$ cat src/rtl/fifo_pkt_framer_pkg.sv
// ---------------------------------------------------------------------------
// fifo_pkt_framer_pkg
// Shared types and default constants for the FIFO packet framer and anything
// that needs to agree with it (scoreboards, coverage, integration wrappers).
//   pkt_state_e    : framer FSM states
//   DEF_FIFO_WIDTH : default data width of the attached FIFO
//   DEF_PKT_LEN    : default payload words per packet
//   DEF_HDR_TAG    : default upper byte of every header word
// ---------------------------------------------------------------------------
package fifo_pkt_framer_pkg;

    typedef enum logic [1:0] {
        IDLE,
        HDR,
        PAYLOAD,
        CSUM
    } pkt_state_e;

    localparam int unsigned DEF_FIFO_WIDTH = 16;
    localparam int unsigned DEF_PKT_LEN    = 4;
    localparam logic [7:0]  DEF_HDR_TAG    = 8'hA5;

endpackage

$ cat src/rtl/fifo_pkt_framer.sv
// ---------------------------------------------------------------------------
// fifo_pkt_framer
// Read-side consumer of a synchronous FIFO. Drains FIFO words and frames them
// into fixed-length packets for a valid/ready sink:
//   header {HDR_TAG, seq}, PKT_LEN payload words, XOR checksum (out_last=1).
// A single FIFO read is outstanding at a time, the FIFO is never read while
// empty and no word is dropped or reordered under backpressure.
//
// Ports
//   clk           : clock, rising edge
//   rst_n         : asynchronous active-low reset
//   fifo_empty    : FIFO empty flag
//   fifo_data_out : FIFO read data, valid the cycle after fifo_rd_en
//   fifo_rd_en    : FIFO read request (combinational)
//   out_data      : framed output word
//   out_valid     : out_data valid
//   out_last      : marks the checksum word
//   out_ready     : sink accepts when out_valid && out_ready at a rising edge
// ---------------------------------------------------------------------------
module fifo_pkt_framer
    import fifo_pkt_framer_pkg::*;
#(
    parameter int unsigned FIFO_WIDTH = DEF_FIFO_WIDTH,
    parameter int unsigned PKT_LEN    = DEF_PKT_LEN,
    parameter logic [7:0]  HDR_TAG    = DEF_HDR_TAG
) (
    input  logic                  clk,
    input  logic                  rst_n,
    input  logic                  fifo_empty,
    input  logic [FIFO_WIDTH-1:0] fifo_data_out,
    output logic                  fifo_rd_en,
    output logic [FIFO_WIDTH-1:0] out_data,
    output logic                  out_valid,
    output logic                  out_last,
    input  logic                  out_ready
);

    localparam int unsigned    CW       = $clog2(PKT_LEN + 1);
    localparam logic [CW-1:0]  LAST_IDX = CW'(PKT_LEN - 1);
    localparam logic [CW-1:0]  REQ_MAX  = CW'(PKT_LEN);
    localparam logic [CW-1:0]  CNT_ONE  = CW'(1);

    pkt_state_e            state;
    logic [7:0]            seq;
    logic [FIFO_WIDTH-1:0] csum;
    logic [FIFO_WIDTH-1:0] buf_data;
    logic                  buf_v;
    logic                  pend;
    logic [CW-1:0]         word_cnt;
    logic [CW-1:0]         words_req;
    logic [FIFO_WIDTH-1:0] hdr_word;
    logic                  handshake;

    assign hdr_word  = FIFO_WIDTH'({HDR_TAG, seq});
    assign handshake = out_valid && out_ready;

    // One read in flight at most: blocked while a read is pending, while the
    // buffered word is still unsent, and once the packet's quota is requested.
    assign fifo_rd_en = (state == PAYLOAD) && !fifo_empty && !pend && !buf_v
                        && (words_req < REQ_MAX);

    // Outputs are registered: each transition loads the value the next state
    // presents, so out_data/out_valid/out_last match the state's definition.
    always_ff @(posedge clk or negedge rst_n) begin
        if (!rst_n) begin
            state     <= IDLE;
            seq       <= '0;
            csum      <= '0;
            buf_data  <= '0;
            buf_v     <= 1'b0;
            pend      <= 1'b0;
            word_cnt  <= '0;
            words_req <= '0;
            out_data  <= '0;
            out_valid <= 1'b0;
            out_last  <= 1'b0;
        end else begin
            pend <= fifo_rd_en;
            if (fifo_rd_en) begin
                words_req <= words_req + CNT_ONE;
            end

            case (state)
                IDLE: begin
                    if (!fifo_empty) begin
                        state     <= HDR;
                        out_data  <= hdr_word;
                        out_valid <= 1'b1;
                        out_last  <= 1'b0;
                    end
                end

                HDR: begin
                    if (handshake) begin
                        seq       <= seq + 8'd1;
                        csum      <= '0;
                        word_cnt  <= '0;
                        words_req <= '0;
                        out_valid <= 1'b0;
                        state     <= PAYLOAD;
                    end
                end

                PAYLOAD: begin
                    // pend implies !buf_v, so capture and acceptance never
                    // coincide.
                    if (pend) begin
                        buf_data  <= fifo_data_out;
                        buf_v     <= 1'b1;
                        out_data  <= fifo_data_out;
                        out_valid <= 1'b1;
                    end
                    if (handshake) begin
                        csum     <= csum ^ buf_data;
                        buf_v    <= 1'b0;
                        word_cnt <= word_cnt + CNT_ONE;
                        if (word_cnt == LAST_IDX) begin
                            state     <= CSUM;
                            out_data  <= csum ^ buf_data;
                            out_valid <= 1'b1;
                            out_last  <= 1'b1;
                        end else begin
                            out_valid <= 1'b0;
                        end
                    end
                end

                CSUM: begin
                    if (handshake) begin
                        state     <= IDLE;
                        out_valid <= 1'b0;
                        out_last  <= 1'b0;
                    end
                end

                default: begin
                    state     <= IDLE;
                    out_valid <= 1'b0;
                    out_last  <= 1'b0;
                end
            endcase
        end
    end

endmodule

$ cat config.mk
export PLATFORM = sky130hd
export DESIGN_NAME = fifo_pkt_framer
export DESIGN_NICKNAME = d
export VERILOG_FILES = /design/src/rtl/fifo_pkt_framer_pkg.sv /design/src/rtl/fifo_pkt_framer.sv
export SDC_FILE = /design/constraint.sdc
export NUM_CORES = 1
export LEC_CHECK = 0
export ABC_CLOCK_PERIOD_IN_PS = 2430
export CAP_MARGIN = 20
export CORE_MARGIN = 2
export CORE_UTILIZATION = 50
export DETAILED_ROUTE_END_ITERATION = 16
export GPL_TIMING_DRIVEN = 0
export PLACE_DENSITY = 0.75
export SYNTH_ARGS = -nofsm -noshare
export SYNTH_HDL_FRONTEND = slang
export SYNTH_SLANG_ARGS = --single-unit
$ cat constraint.sdc
create_clock -name clk -period 2.43 [get_ports clk]
set_input_delay 0.3645 -clock clk [delete_from_list [all_inputs] [get_ports clk]]
set_output_delay 0.3645 -clock clk [all_outputs]
set_load 0.05 [all_outputs]
==> results of run 1 <==
[power by group]
group	leakage (nW)	switching [mW]	internal [mW]	total, mW
Sequential	0.857	0.403	1.59	2.00
Combinational	0.912	1.41	1.04	2.44
Clock	0.102	0.438	0.527	0.964
Total	1.87	2.25	3.16	5.41
[registers in the layout, summed over array words and instances (netlist names)]
| register | flops |
|---|---|
| word_cnt | 3 |
| out_valid | 1 |
| pend | 1 |
| words_req | 3 |
| out_data | 16 |
| seq | 8 |
| buf_v | 1 |
| out_last | 1 |
| csum | 16 |
| buf_data | 16 |
| state | 2 |
[what timing repair did]
action,in CTS,in global routing
resized for setup,6,2
hold buffers,0,0
setup endpoints to repair,1,1
[path summary, 6_finish.rpt]
| kind | endpoint | depth (start not counted) | slack (ns) |
|---|---|---|---|
| max | fifo_rd_en | 6 | 0.14 |
| min | buf_data[3]$_DFFE_PN0P_ | 1 | 0.11 |
| max in group asynchronous | words_req[1]$_DFF_PN0_ | 1 | 1.75 |
| min reg2reg | seq[7]$_DFFE_PN0P_ | 1 | 0.48 |
| min in group clk | words_req[0]$_DFF_PN0_ | 3 | 0.40 |
| max reg2reg | out_data[10]$_DFFE_PN0P_ | 6 | 0.43 |
[logic make-up after synthesis]
kind of cell | after synthesis | share of synthesized area [%]
mux | 36 | 10.77
xor+xnor | 12 | 2.920
simple gates | 92 | 14.39
flops | 68 | 47.27
compound gates | 88 | 17.38
buf+inv | 25 | 3.789
fa+ha+maj | 10 | 3.476
[synth_stat cells (all sizes together) (2+ instances only)]
| library cell | instances | area share [%] |
|---|---|---|
| nor2b | 7 | 1.2 |
| clkbuf | 2 | 0.21 |
| a32o | 4 | 1.1 |
| o221ai | 5 | 1.2 |
| a31oi | 6 | 1.0 |
| mux2 | 22 | 6.9 |
| and3 | 3 | 0.52 |
| and2 | 3 | 0.52 |
| a21oi | 15 | 2.1 |
| nand2b | 27 | 4.7 |
| o21ai | 18 | 2.5 |
| xnor2 | 4 | 0.97 |
| a22oi | 2 | 0.42 |
| nor2 | 9 | 0.94 |
| a32oi | 3 | 0.73 |
| o41ai | 2 | 0.49 |
| o22ai | 3 | 0.52 |
| ha | 10 | 3.5 |
| a21o | 6 | 1.3 |
| a221o | 3 | 0.83 |
| nor3 | 4 | 0.56 |
| mux2i | 14 | 3.9 |
| o2bb2ai | 13 | 3.2 |
| buf | 16 | 2.9 |
| inv | 7 | 0.73 |
| nand3b | 4 | 0.83 |
| nand4 | 3 | 0.52 |
| nor3b | 5 | 1.0 |
| nand3 | 9 | 1.5 |
| xor2 | 8 | 1.9 |
| nand2 | 18 | 2.0 |
| o32a | 4 | 1.1 |
| dfrtp | 68 | 47 |
[area by class of cell]
cell class	instances	area, µm²	share of cell area, %
Sequential cell	68	1702	39.62
Clock inverter	4	47.55	1.107
Clock buffer	12	155.1	3.612
Multi-Input combinational cell	238	1769	41.19
Inverter	7	26.28	0.6117
Tap cell	96	120.1	2.796
Timing Repair Buffer	37	365.4	8.506
Buffer	18	110.1	2.563
[metrics by stage]
stage / hold WS (ns) / TNS (ns) / power, mW / util (%)
6_report: 0.1088 / 0 / 5.406 / 62.53
5_1_grt: 0.1891 / 0 / 5.785 / 62.53
4_1_cts: 0.1521 / 0 / 5.410 / 62.42
3_5_place_dp: 0.4636 / -0.1571 / 4.440 / 59.51
3_3_place_gp: 0.4664 / -89.89 / 4.329 / 59.54
2_1_floorplan: 0.06891 / 0 / 3.728 / -
[worst max-delay path: stages, from the launching register on]
cell and delay (ns):
dfrtp_1 0.42, inv_1 0.13, ha_1 0.22, buf_4 0.20
nor2b_4 0.20, and2_1 0.17, clkbuf_4 0.23
[metal layers]
layer | global-route usage, % | up-vias
met3 | 4.104 | 13
met5 | 0 | -
met1 | 32.09 | 1359
met2 | 36.43 | 72
met4 | 10.19 | 0
li1 | - | 1316
==> results.yml, run 1 <==
status:
  outcome: "complete, no violations"
detailed_routing:
  drtIter0Drc: 197
  routed-wl-met3_um: 490
  vias_per_cell: 5.750
  drc_errors: 0
  antenna_left: 0
  vias: 2760
  top_layer_used: "met4"
  routed_wl_um: 8372
  met2_length_um: 3990
  firstDrtPassIters: 5
  wl_per_cell_um: 17.44
  wl_met1_um: 3778
clocking:
  cts_sinks: 68
  clk-insertion-delay-late_ns: 0.36
  cts_made_buffers: 9
  clockBufferDepth: 2
  cts_htree_levels: 3
  cts_tree: "done"
  root_buffer: "clkbuf_8"
  clk_pin_slew_worst_paths_ns: 0.07
  cts_post_setup_buffers_inserted: 0
power_and_ir_drop:
  powerDensity_nw_per_um2: 1259
  ir_worst_vdd_v: 0.0006628
  p_leak_nw: 1.871
timing:
  post-route-worst-setup-slack_ns: 0.1389
  timing.fmax_mhz: 436.5
  slew_headroom_pct: 41.95
  slew_violations: 0
  min_period_ns: 2.291
  fin_crit_sh_pct: 94.28
  final-setup-viol-count: 0
  finalHoldViolCount: 0
  tightest_slew_ns: 0.8707
  rsz0062_at_grt: "false"
  skew_ns: 0.008091
global_routing:
  grtUsageTotal_pct: 23.35
  grt_max_degree: 69
  antenna_found_initial: 0
  overflow: 0
  grt_pass1_wl_um: 13660
  grt_pass1_vias: 2726
die:
  row_count: 30
  coreArea_um2: 6869
  die_h_um: 88.85
  die_x_um: 88.85
  initial_utilization_pct: 52.40
  io_pins: 39
  dieArea_um2: 7894
synthesis:
  ys_seq_area_share_pct: 47.27
  ys_warn_count: 0
  async_flop_share_pct: 100.0
  syn_area_um2: 3600
  syn_area_per_cell_um2: 10.88
  synthesis.nets: 361
  netlist_instances: 331
  synth_edf_count: 0
  dominantRegCellSynth: "dfrtp_1"
  ys_types: 43
  synth_seq_cells: 68
cells_and_area:
  fillers: 573
  drive_above_1_share_pct: 11.20
  design_area_um2: 4295
  antenna_cells: 0
  final-instance-count-excl-fill: 480
  syn2layout_area_growth_pct: 19.33
  layout_commonest_cell: "dfrtp_1"
  num-nets-final: 409
  layout_common_cells: "dfrtp_1 (68), clkdlybuf4s50_1 (35), nand2b_1 (27)"
place:
  pre_cts_ws_ns: -0.1571
  numPortBuffers: 37
  dpl.cell_count: 464
  placed_area_um2: 4088
  hpwl_um: 5669
  routabilityCongestion: 0.8615
setup_path:
  startpoint_type: "flop"
  arrival_ns: 1.93
  rr_startpoint: "state[1]$_DFFE_PN0P_"
  critPathRequiredTime_ns: 2.07
  crit_type: "reg -> out"
  crit_start: "state[0]$_DFFE_PN0P_"
  cp_max_fo: 10
  endpoint_kind: "output pin"
worst_hold_path:
  hold_path.class: "in -> async"
flow_run:
  cap_violations: 0
(Power assumes the default switching activity.)
==> run 2, diff against run 1 <==
PLACE_DENSITY = 0.72   (was 0.75)
==> results.yml, run 2 (synthesized netlist as in run 1, its figures left out) <==
timing:
  post-route-worst-setup-slack_ns: 0.1258
  timing.fmax_mhz: 434.0
  tightest_slew_ns: 0.8519
  fin_crit_sh_pct: 94.82
  min_period_ns: 2.304
  slew_headroom_pct: 43.21
  finalHoldViolCount: 0
  holdWs_ns: 0.1257
  slew_violations: 0
  skew_ns: 0.007738
  rsz0062_at_grt: "false"
  tns_ns: 0
  final-setup-viol-count: 0
die:
  row_count: 30
  initial_utilization_pct: 52.40
  io_pins: 39
  die_x_um: 88.85
  coreArea_um2: 6869
  dieArea_um2: 7894
  die_h_um: 88.85
place:
  placed_area_um2: 4088
  dpl.cell_count: 464
  hpwl_um: 5599
  pre_cts_ws_ns: -0.1345
  numPortBuffers: 37
  routabilityCongestion: 0.8696
global_routing:
  antenna_found_initial: 0
  grtUsageTotal_pct: 23.24
  overflow: 0
  grt_pass1_vias: 2745
  grt_max_degree: 69
  grt_pass1_wl_um: 13670
cells_and_area:
  syn2layout_area_growth_pct: 19.81
  antenna_cells: 0
  final-instance-count-excl-fill: 480
  reg.largest.list: "buf_data: 16 flops, csum: 16 flops, out_data: 16 flops"
  seqCellArea_um2: 1702
  layout_common_cells: "dfrtp_1 (68), clkdlybuf4s50_1 (35), nand2b_1 (27)"
  num-nets-final: 409
  design_area_um2: 4313
  layout_commonest_cell: "dfrtp_1"
  fillers: 549
  multiInputGateArea_um2: 1764
  drive_above_1_share_pct: 11.46
detailed_routing:
  drtIter0Drc: 168
  routed_wl_um: 8214
  wl_per_cell_um: 17.11
  vias_per_cell: 5.700
  drc_errors: 0
  vias: 2736
  antenna_left: 0
  firstDrtPassIters: 4
power_and_ir_drop:
  internal_power_mw: 3.231
  clock_power_share_pct: 19.4
  p_seq_share_pct: 36.4
  sw_frac_of_total_pct: 40.94
  powerDensity_nw_per_um2: 1269
  power.switching_mw: 2.240
  ir_worst_vdd_v: 0.0005470
  p_leak_nw: 1.883
  p_comb_share_pct: 44.1
clocking:
  cts_htree_levels: 3
  cts.repair.resized: 5
  clk_pin_slew_worst_paths_ns: 0.07
  root_buffer: "clkbuf_8"
  cts_made_buffers: 9
  clockBufferDepth: 2
  clk-insertion-delay-late_ns: 0.36
  cts_tree: "done"
  hold_buffers: 0
  cts_sinks: 68
  cts_post_setup_buffers_inserted: 0
setup_path:
  startpoint_type: "flop"
  critPathRequiredTime_ns: 2.07
  crit_type: "reg -> out"
  endpoint_kind: "output pin"
  arrival_ns: 1.94
  cp_max_fo: 10
worst_hold_path:
  hold_path.class: "in -> async"
flow_run:
  cap_violations: 0
status:
  outcome: "complete, no violations"
run 2: per-layer routing:
metal  up-vias  share of wire [%]  GRT usage (%)
met5         -                  0              0
met4         0                1.6          10.74
met3         9                4.3          3.731
met2        57                 48          37.04
met1      1352                 47          31.16
li1       1318                  -              -
run 2: power groups by stage:
stage          clock network (mW)  logic [mW]  registers, mW
5_1_grt                      1.13        2.67           2.06
2_1_floorplan                   0        1.49           2.23
6_report                     1.06        2.41           1.99
3_5_place_dp                    0        2.42           2.01
3_3_place_gp                    0        2.35           1.98
4_1_cts                      1.08        2.42           1.99
run 2: worst paths after layout:
check | from | to | slack (ns) | cells after the start
min in group clk | fifo_empty | words_req[0]$_DFF_PN0_ | 0.40 | 3
max in group asynchronous | rst_n | csum[4]$_DFFE_PN0P_ | 1.76 | 1
min | rst_n | words_req[0]$_DFF_PN0_ | 0.13 | 1
max reg2reg | state[1]$_DFFE_PN0P_ | out_data[8]$_DFFE_PN0P_ | 0.49 | 6
max | state[0]$_DFFE_PN0P_ | fifo_rd_en | 0.13 | 6
min reg2reg | seq[7]$_DFFE_PN0P_ | seq[7]$_DFFE_PN0P_ | 0.49 | 1
run 2: through the flow:
| stage | total power [mW] | util [%] |
|---|---|---|
| 3_3_place_gp | 4.333 | 59.54 |
| 2_1_floorplan | 3.728 | - |
| 3_5_place_dp | 4.426 | 59.51 |
| 5_1_grt | 5.866 | 62.79 |
| 6_report | 5.471 | 62.79 |
| 4_1_cts | 5.493 | 62.71 |
run 2: critical path: stages, from the launching register on:
cell and delay [ns]:
dfrtp_1 0.42, inv_1 0.14, ha_1 0.23, buf_4 0.19
nor2b_2 0.21, and2_1 0.17, clkbuf_4 0.23
run 2: layout make-up:
type                       instances  area share (%)
clock inverter                     6           2.031
sequential                        68           39.45
clock buffer                      10           3.191
buffer                            18           2.553
inverter                           7          0.6092
timing repair buffer              37           8.471
multi-input combinational        238           40.91
tap                               96           2.785
==> run 3, diff against run 2 <==
CTS_CLUSTER_DIAMETER = 200   (was not set)
CTS_CLUSTER_SIZE = 14   (was not set)
==> results of run 3 <==
Final layout, timing and power as in run 2 (identical DEF).
==> variant 1 (flow settings as in run 2) <==
`DEF_PKT_LEN`: 4 -> 2.
--- a/src/rtl/fifo_pkt_framer_pkg.sv
+++ b/src/rtl/fifo_pkt_framer_pkg.sv
@@ -18,5 +18,5 @@
 
     localparam int unsigned DEF_FIFO_WIDTH = 16;
-    localparam int unsigned DEF_PKT_LEN    = 4;
+    localparam int unsigned DEF_PKT_LEN    = 2;
     localparam logic [7:0]  DEF_HDR_TAG    = 8'hA5;
 
Formal check against the unedited RTL: not equivalent (Yosys sat finds a counterexample within 10 cycles, from zero or initial values and one cycle with rst_n low).
==> variant 1 against run 2 <==
Routed wire length about the same. Final area fell by 4.0%. Non-clock buffer count rose by 1. Sequential cell count fell by 2. Global-route usage is 0.36 points lower. Worst setup slack lost 0.0084 ns. Area after synthesis down 4.2%. Maximum frequency decreased by 0.36%. Clock skew rose by 0.0014 ns. Total power grew 5.4%. Worst hold slack got worse by 0.020 ns. Register-to-register slack worse by 0.16 ns. Combinational power rose by 12%.
==> variant 1: results <==
{
  "status": "completed",
  "clock_area_share_pct": 5.47,
  "vdd_drop_max_uv": 803,
  "p_clk_share_pct": 18.5,
  "seqCellArea_sq_mm": 0.00165,
  "combPwrFrac_pct": 46.9,
  "ys_seq_area_share_pct": 47.9,
  "ys_ff_latch": 66,
  "largest_registers": "buf_data: 16 flops, csum: 16 flops, out_data: 16 flops",
  "grt_use_met3_pct": 5.69,
  "viasPerCell": 6.09,
  "wl_met1_microns": 3680,
  "drcViolationCount": 0,
  "fillers": 546,
  "clock_latency_ns": 0.36,
  "r2r_cells": 6,
  "bufAreaShareNonClock_pct": 11.0,
  "ff2ff_setup_slack_ns": 0.33,
  "routedWlPerCell_microns": 18.2,
  "slew_headroom_pct": 43.6,
  "syn-num-nets": 346,
  "grt_pass1_wl_microns": 13200,
  "finClkSkew_ns": 0.00918,
  "grt.total_usage_pct": 22.9,
  "synth_cell_types": 41,
  "multi_input_area_share_pct": 40.9,
  "p_leak_nw": 1.79,
  "met2_usage_pct": 35.9,
  "synth_fa_ha_area_share_pct": 2.54,
  "synth-compound-area-share_pct": 17.4,
  "synth.area.mux_share_pct": 10.9,
  "grtUsageMet1_pct": 31.2,
  "nNetsFinal": 394,
  "design_area_sq_mm": 0.00414,
  "synth_area_leaders": "dfrtp_1 48%, mux2_2 6.9%, nand2b_1 4.9%, mux2i_1 4.1%, o2bb2ai_1 3.0%",
  "portBuffers": 37,
  "placed_cell_area_sq_mm": 0.00392,
  "drtIter0Drc": 196,
  "n_all_buffers": 56,
  "inv_count": 4,
  "first_pass_iters": 5,
  "wl_met2_microns": 3910,
  "nMultiInputCombCells": 230,
  "wl_met3_microns": 498,
  "async_flop_share_pct": 100,
  "gp_congestion": 0.840,
  "synthTopCellsByCount": "66 x dfrtp_1, 27 x nand2b_1, 21 x mux2_2",
  "p_sw_mw": 2.43,
  "dp_hpwl_microns": 5580,
  "post-place-ws_ns": -0.125,
  "critPathSlowestCell": "dfrtp_1",
  "grt_max_degree": 67,
  "final.min_clock_period_ns": 2.31,
  "layout-drive-gt1-share_pct": 14.0,
  "synth_xor_area_share_pct": 3.05,
  "rr_endpoint": "csum[10]",
  "yosysWarnings": 0
}
==> variant 1: changes by cell type after synthesis, moves of 2 or more <==
cell	delta
mux2_1	-18
mux2_2	+17
o21ai_0	+15
o21ai_1	-14
clkbuf_1	+7
ha_1	-3
inv_1	-3
buf_2	-2
buf_4	-2
buf_6	-2
dfrtp_1	-2
nand3_1	+2
nand3_2	-2
==> variant 1: through the flow <==
stage / instances / hold slack (ns) / total power [mW] / utilization (%)
2_1_floorplan: 319 / 0.0689 / 3.90 / -
5_1_grt: 452 / 0.171 / 6.13 / 61.6
3_3_place_gp: 436 / 0.451 / 4.59 / 58.3
4_1_cts: 452 / 0.146 / 5.77 / 61.6
3_5_place_dp: 436 / 0.462 / 4.70 / 58.3
6_report: 452 / 0.105 / 5.76 / 61.6
==> variant 1: what timing repair did <==
action / 4_1_cts / 5_1_grt
resized for setup: 5 / 3
pin swaps: 0 / 0
buffers inserted: 0 / 0
setup endpoints to repair: 1 / 1
==> variant 2 (flow settings as in run 2) <==
Made on the original files. Encoding of `pkt_state_e`: now one-hot (4 bits for 4 states).
--- a/src/rtl/fifo_pkt_framer_pkg.sv
+++ b/src/rtl/fifo_pkt_framer_pkg.sv
@@ -10,9 +10,9 @@
 package fifo_pkt_framer_pkg;
 
-    typedef enum logic [1:0] {
-        IDLE,
-        HDR,
-        PAYLOAD,
-        CSUM
+    typedef enum logic [3:0] {
+        IDLE    = 4'b0001,
+        HDR     = 4'b0010,
+        PAYLOAD = 4'b0100,
+        CSUM    = 4'b1000
     } pkt_state_e;
 
Check against the original RTL: same outputs for any inputs over 10 cycles, from zero or initial values and one cycle with rst_n low; not proved beyond that.
==> variant 2 against run 2 <==
Final cell count up 2.7%. Worst setup slack got worse by 0.053 ns. Final area up 0.46%. Via count rose by 3.6%. Sequential cell count rose by 2. Routed wire length rose by 5.2%. Area after synthesis down 0.35%. Critical path type unchanged.
Power is not compared: it rests on default switching activity, and its combinational part moved more than twofold at a synthesized area within 25%.
==> variant 2: results <==
{
  "status": "completed",
  "viasPerCell": 5.75,
  "min_path_type": "in2async",
  "portBuffers": 38,
  "fin_cells": 493,
  "crit_fanout": 10,
  "cts_made_buffers": 9,
  "vdd_drop_max_uv": 435,
  "grt_pass1_vias": 2930,
  "synth_area_leaders": "dfrtp_1 48%, o21ai_1 7.3%, mux2i_1 4.5%, nand2_1 3.5%, mux2_1 3.5%",
  "first_pass_iters": 5,
  "crit_arrival_ns": 1.99,
  "placed_cell_area_sq_mm": 0.00411,
  "yosysWarnings": 0,
  "syn-num-nets": 366,
  "routedWlPerCell_microns": 17.5,
  "syn_area_per_cell_sq_um": 10.5,
  "grt_pass1_wl_microns": 14800,
  "antenna_found_initial": 0,
  "ff2ff_setup_slack_ns": 0.22,
  "cts-root-buf": "clkbuf_8",
  "nNetsFinal": 416,
  "synth_cell_types": 47,
  "reg2reg_from": "word_cnt[0]",
  "async_flop_share_pct": 100,
  "diodes": 0,
  "grt_max_degree": 71,
  "gp_congestion": 0.808,
  "post-place-ws_ns": -0.485,
  "path_clk_slew_ns": 0.07,
  "dp_hpwl_microns": 5770,
  "cts_setup_buffers": 0,
  "rr_endpoint": "out_data[7]",
  "layout-drive-gt1-share_pct": 13.1,
  "placed_cells": 477,
  "ys_seq_area_share_pct": 48.9,
  "grt.total_usage_pct": 24.8,
  "r2r_cells": 8,
  "clock_latency_ns": 0.35,
  "drcViolationCount": 0,
  "p_leak_nw": 1.79,
  "cts-htree-levels": 3,
  "drtIter0Drc": 218,
  "cts_tree": "yes",
  "worst_pin_slew_ns": 0.815,
  "finClkSkew_ns": 0.00698,
  "synthTopCellsByCount": "69 x dfrtp_1, 52 x o21ai_1, 33 x nand2_1",
  "cts_buffer_depth": 2,
  "largest_registers": "buf_data: 16 flops, csum: 16 flops, out_data: 16 flops"
}
## variant 2: per-stage QoR
stage | hold slack (ns) | setup TNS, ns
2_1_floorplan | 0.0689 | 0
3_3_place_gp | 0.464 | -103.53
3_5_place_dp | 0.403 | -0.485
4_1_cts | 0.0289 | 0
5_1_grt | 0.0416 | 0
6_report | 0.0210 | 0
## variant 2: how the worst max path moves through the flow
| stage | depth (start not counted) | end | slack [ns] | start |
|---|---|---|---|---|
| 2_1_floorplan | 4 | fifo_rd_en | 0.53 | state[0] |
| 3_3_place_gp | 1 | out_last | -1.49 | rst_n |
| 3_5_place_dp | 4 | fifo_rd_en | -0.49 | fifo_empty |
| 4_1_cts | 5 | fifo_rd_en | 0.02 | state[3] |
| 5_1_grt | 5 | fifo_rd_en | 0.006 | state[3] |
| 6_report | 5 | fifo_rd_en | 0.07 | state[3] |
## variant 2: area by class of cell
type / count / area, sq um
fill: 561 / 2540
sequential: 70 / 1750
multi-input combinational: 247 / 1720
timing repair buffer: 39 / 407
clock buffer: 12 / 145
tap: 96 / 120
buffer: 22 / 110
clock inverter: 4 / 70.1
inverter: 3 / 11.3
## variant 2: cell families after synthesis
group / count (synthesis) / share of synthesized area (%)
AO/OA/AOI/OAI: 99 / 16.0
XOR/XNOR: 24 / 5.86
adder cells (fa/ha/maj): 4 / 1.40
buffers and inverters: 25 / 3.38
flip-flops: 70 / 48.9
multiplexers: 33 / 9.80
AND/OR/NAND/NOR: 87 / 14.7
## variant 2: critical path, stage by stage, from the launching register on
cell and delay (ns):
dfrtp_1 0.40, buf_2 0.19, or4b_4 0.52, buf_6 0.18, nor2_4 0.16, buf_6 0.18
## variant 2: power by group
part	switching [mW]	internal (mW)	leakage (nW)
Combinational	0.465	0.304	0.781
Sequential	0.148	1.30	0.902
Clock	0.447	0.604	0.110
Total	1.06	2.21	1.79
## variant 2: layer usage
layer  vias to the layer above  GRT usage, %  routed length (microns)
li1                       1333             -                        -
met1                      1426          35.4                     4040
met2                        63          37.7                     4080
met3                        12          5.60                      386
met4                         0          7.99                      128
met5                         -             0                        0
## variant 2: timing repair
| action | in CTS | in global routing |
|---|---|---|
| resized for setup | 6 | 2 |
| pin swaps | 0 | 1 |
| setup endpoints to repair | 1 | 9 |
